### src/rtl/match_event_logger_pkg.sv
// Shared widths and helpers for the match event logger.
// Default parameter values and FIFO pointer sizing.
package match_event_logger_pkg;

  localparam int TS_W_DEF  = 16;
  localparam int DEPTH_DEF = 4;
  localparam int CNT_W_DEF = 8;

  function automatic int ptr_w(input int depth);
    return $clog2(depth) + 1;
  endfunction

  localparam int PTR_W_DEF = ptr_w(DEPTH_DEF);

endpackage

### src/rtl/match_event_logger_evt_fifo.sv
// evt_fifo: generic sync first-word-fall-through FIFO with flush.
// Ports: push/data in, pop, rdata (head), full, empty.
module evt_fifo
  import match_event_logger_pkg::*;
#(
  parameter int W     = TS_W_DEF,
  parameter int DEPTH = DEPTH_DEF
) (
  input  logic         clk,
  input  logic         rst_n,
  input  logic         flush,
  input  logic         push,
  input  logic [W-1:0] data,
  input  logic         pop,
  output logic [W-1:0] rdata,
  output logic         full,
  output logic         empty
);

  localparam int AW = $clog2(DEPTH);
  localparam int PW = ptr_w(DEPTH);

  logic [W-1:0]  mem [DEPTH];
  logic [PW-1:0] wptr, rptr;
  logic          do_push, do_pop;

  assign empty = (wptr == rptr);
  assign full  = (wptr[AW] != rptr[AW])
              && (wptr[AW-1:0] == rptr[AW-1:0]);

  // a pop frees the slot, so a full FIFO may accept in the same cycle
  assign do_pop  = pop && !empty;
  assign do_push = push && (!full || do_pop);

  assign rdata = mem[rptr[AW-1:0]];

  always_ff @(posedge clk) begin
    if (do_push && !flush) mem[wptr[AW-1:0]] <= data;
  end

  always_ff @(posedge clk or negedge rst_n) begin
    if (!rst_n) begin
      wptr <= '0;
      rptr <= '0;
    end else if (flush) begin
      wptr <= '0;
      rptr <= '0;
    end else begin
      if (do_push) wptr <= wptr + 1'b1;
      if (do_pop)  rptr <= rptr + 1'b1;
    end
  end

endmodule

### src/rtl/match_event_logger.sv
// Timestamps rising edges of match_i into an event FIFO for a reader.
// Ports: match_i/clr_i in; evt valid/ready/ts; match count; overflow.
module match_event_logger
  import match_event_logger_pkg::*;
#(
  parameter int TS_W  = TS_W_DEF,
  parameter int DEPTH = DEPTH_DEF,
  parameter int CNT_W = CNT_W_DEF
) (
  input  logic             clk,
  input  logic             rst_n,
  input  logic             match_i,
  input  logic             clr_i,
  output logic             evt_valid_o,
  input  logic             evt_ready_i,
  output logic [TS_W-1:0]  evt_ts_o,
  output logic [CNT_W-1:0] match_cnt_o,
  output logic             overflow_o
);

  localparam logic [CNT_W-1:0] CNT_MAX = '1;

  logic [TS_W-1:0]  ts_q, hold_q, head;
  logic [CNT_W-1:0] cnt_q;
  logic             match_q, ovf_q;
  logic             evt, push, pop, full, empty;

  assign evt  = match_i && !match_q;
  assign push = evt && !clr_i;
  assign pop  = evt_valid_o && evt_ready_i && !clr_i;

  evt_fifo #(
    .W     (TS_W),
    .DEPTH (DEPTH)
  ) u_fifo (
    .clk   (clk),
    .rst_n (rst_n),
    .flush (clr_i),
    .push  (push),
    .data  (ts_q),
    .pop   (pop),
    .rdata (head),
    .full  (full),
    .empty (empty)
  );

  assign evt_valid_o = !empty;
  // keep showing the last head once the queue runs dry
  assign evt_ts_o    = empty ? hold_q : head;
  assign match_cnt_o = cnt_q;
  assign overflow_o  = ovf_q;

  always_ff @(posedge clk or negedge rst_n) begin
    if (!rst_n) begin
      ts_q    <= '0;
      match_q <= 1'b0;
      hold_q  <= '0;
      cnt_q   <= '0;
      ovf_q   <= 1'b0;
    end else begin
      ts_q    <= ts_q + 1'b1;
      match_q <= match_i;
      if (!empty) hold_q <= head;
      if (clr_i) begin
        cnt_q <= '0;
        ovf_q <= 1'b0;
      end else begin
        if (evt && cnt_q != CNT_MAX) cnt_q <= cnt_q + 1'b1;
        if (evt && full && !pop)     ovf_q <= 1'b1;
      end
    end
  end

endmodule

### config.mk
export PLATFORM = sky130hd
export DESIGN_NAME = match_event_logger
export DESIGN_NICKNAME = d
export VERILOG_FILES = /design/src/rtl/match_event_logger_pkg.sv /design/src/rtl/match_event_logger_evt_fifo.sv /design/src/rtl/match_event_logger.sv
export SDC_FILE = /design/constraint.sdc
export NUM_CORES = 1
export LEC_CHECK = 0
export CAP_MARGIN = 20
export CORE_MARGIN = 10
export CORE_UTILIZATION = 55
export DETAILED_ROUTE_END_ITERATION = 8
export DONT_BUFFER_PORTS = 1
export PLACE_DENSITY = 0.77
export SETUP_SLACK_MARGIN = 0.3
export SLEW_MARGIN = 20
export SYNTH_ARGS = -nofsm -noshare
export SYNTH_HDL_FRONTEND = slang
export SYNTH_SLANG_ARGS = --single-unit
### constraint.sdc
create_clock -name clk -period 7.1 [get_ports clk]
set_input_delay 1.42 -clock clk [delete_from_list [all_inputs] [get_ports clk]]
set_output_delay 1.42 -clock clk [all_outputs]
set_load 0.02 [all_outputs]
==> reports/results.ini <==
[global_route]
grt_pass1_vias=2308
grt_max_degree=49
grt-ovfl-total=0
grt_usage_pct=12.3
grt_pass1_wl_um=12100
antenna_found_initial=0

[final_layout]
finalNonFillerCells=375
area_delta_synth_final_pct=5.56
n_antenna_cell=0
fin_util_pct=59.0
fin_area_um2=4800
n_fill_cell=584
nets=278
drive_gt1_share_pct=18.5

[min_path]
hp-class=reg2reg
min_from=hold_q[13]$_DFF_PN0_
holdPathStages=1

[die]
dieArea_um2=12300
dieWidth_um=111
coreArea_um2=8130
num_rows=33
die_y_um=111
ios=31
start_util_pct=55.9

[placed_design]
place.port_buffers=0
place_inst=360
gp_congestion=0.786
dp_hpwl_um=4640
placed_cell_area_um2=4630

[synthesis]
netlist_area_um2=4550
synth.net_count=273
synthArstFlopShare_pct=42.9
yosysTopAreaCellShare_pct=42.3
ys.warnings.count=0
synthDistinctLibCells=37
synth_ff_type=edfxtp_1
synth.top_cells.by_area=edfxtp_1 (42%), dfrtp_1 (26%), mux4_2 (5.9%)
synth_area_leader_cell=edfxtp_1
yosysSeqAreaShare_pct=68.7
syn_inst=261
ys_ff_latch=112
synth-edff-count=64
synth_common_cells=edfxtp_1 (64), dfrtp_1 (48), nor2_1 (13)
yosysMostFrequentCell=edfxtp_1
syn_area_per_cell_um2=17.4

[critical_path]
crit_family=flip-flops
timing.rr.start=u_fifo.rptr[1]$_DFFE_PN0P_
worstPathMaxFanout=19
path_buf_inv=1
worstSetupEndpointType=output port
cp.depth=4
worstSetupPathType=reg2out
crit_path_max_incr_delay_ps=980
reg2regPathDepth=4
cp_cell_sequence=xor2_4 > or3_1 > buf_4 > mux2_4
worst_ep_arrival_time_ps=2770
required_ps=5680
cp-startpoint=u_fifo.rptr[1]$_DFFE_PN0P_
rrSetupSlack_ps=4400
startpoint_type=register
slowest_stage=dfrtp_1

[pwr]
power_density_nw_per_um2=273
leakagePower_nw=1.75
peakVddDrop_mv=0.0998

[sta]
setup_tns_ps=0
timing.final.crit_period_ps=4190
worstMarginPinSlew_ps=952
post-route-period-util_pct=59.0
max-slew-margin-rel_pct=36.5
finalHoldViolations=0
max_freq_mhz=239
finalSetupViolCount=0
fin_skew_ps=8.94
hold_ws_ps=557
rsz0062_at_grt=false
slew_viol_final=0

[cts]
clk_latency_ps=360
cts.reportedPaths.clkPinSlew_ps=100
cts_setup_buffers=0
cts_sinks=112
clk_path_buf_depth=2
postCtsHoldBufs=0
cts-root-buf=clkbuf_8
cts_resized=0
tritoncts=built
cts.htree.levels=3
cts_inserted_buffers=9

[flow_run]
maxCapViolCount=0

[routing]
drc_errors=0
dr.pass1.iters=4
route.vias.total=2131
wirelength_um=7220
drtIter0Drc=91
drtAntennaViolNets=0
routedWlPerCell_um=19.2
vias_per_cell=5.68

[run_status]
outcome=completed

final timing paths:
check                                              to
max                                       evt_ts_o[9]
min reg2reg                      hold_q[13]$_DFF_PN0_
min in group asynchronous  match_cnt_o[0]$_DFFE_PN0P_
max in group asynchronous         hold_q[9]$_DFF_PN0_
max reg2reg                u_fifo.mem[1][9]$_DFFE_PP_
min                              hold_q[13]$_DFF_PN0_
where the power goes:
group / internal, mW / leakage (nW) / total, mW / switching [mW]
Clock: 0.135 / 0.0883 / 0.332 / 0.197
Combinational: 0.0915 / 0.519 / 0.230 / 0.138
Sequential: 0.732 / 1.14 / 0.751 / 0.0192
final cells by class:
type | count | area, um^2 | share of cell area, %
tap | 105 | 131 | 2.74
clock buffer | 10 | 138 | 2.87
inverter | 7 | 26.3 | 0.547
clock inverter | 5 | 31.3 | 0.652
multi-input combinational | 133 | 1330 | 27.7
sequential | 112 | 3120 | 65.1
timing repair buffer | 3 | 22.5 | 0.469
routing by layer:
metal / track usage, % / up-vias / routed length [um]
met5: 0 / - / 0
met4: 6.16 / 0 / 139
met3: 3.63 / 12 / 409
met2: 20.4 / 36 / 3620
met1: 14.3 / 1099 / 3050
li1: - / 984 / -
cells by family (layout without fill, tap and decap cells):
family                   Yosys count  after routing  synth area share, %
AND/OR/NAND/NOR                   53             53                 5.97
XOR/XNOR                          23             23                 5.01
adder cells (fa/ha/maj)            7              7                 1.93
multiplexers                      36             36                 13.8
flip-flops                       112            112                 68.7
buffers and inverters             16             25                 2.23
AO/OA/AOI/OAI                     14             14                 2.37
metrics by stage:
step / setup slack [ps] / power (mW)
2_1_floorplan: 3720 / 0.976
3_3_place_gp: 3320 / 0.997
3_5_place_dp: 3280 / 1.00
4_1_cts: 2850 / 1.33
5_1_grt: 2760 / 1.37
6_report: 2910 / 1.31
layout by cell type (no fill, tap or decap), drive strengths merged, types with 5 or more instances in the layout:
| master | synthesis | routed |
|---|---|---|
| a21oi | 5 | 5 |
| edfxtp | 64 | 64 |
| nand4 | 5 | 5 |
| inv | 7 | 8 |
| xnor2 | 11 | 11 |
| mux2 | 16 | 16 |
| mux4 | 16 | 16 |
| dfrtp | 48 | 48 |
| ha | 7 | 7 |
| nand2 | 6 | 6 |
| nand3 | 9 | 9 |
| nor2 | 13 | 13 |
| xor2 | 12 | 12 |
| nor3 | 5 | 5 |
| clkbuf | 2 | 10 |
flip-flops by register name, summed over array words and instances, names as in the netlist:
register	cells
u_fifo.mem	64
overflow_o	1
u_fifo.wptr	3
match_cnt_o	8
hold_q	16
u_fifo.rptr	3
match_q	1
ts_q	16
worst reg2reg max path, stage by stage, from the launching register on:
cell and delay, ps:
dfrtp_1 980, xor2_4 270, o41ai_4 160, nor2_1 200
and2_1 720
(Power assumes the default switching activity.)
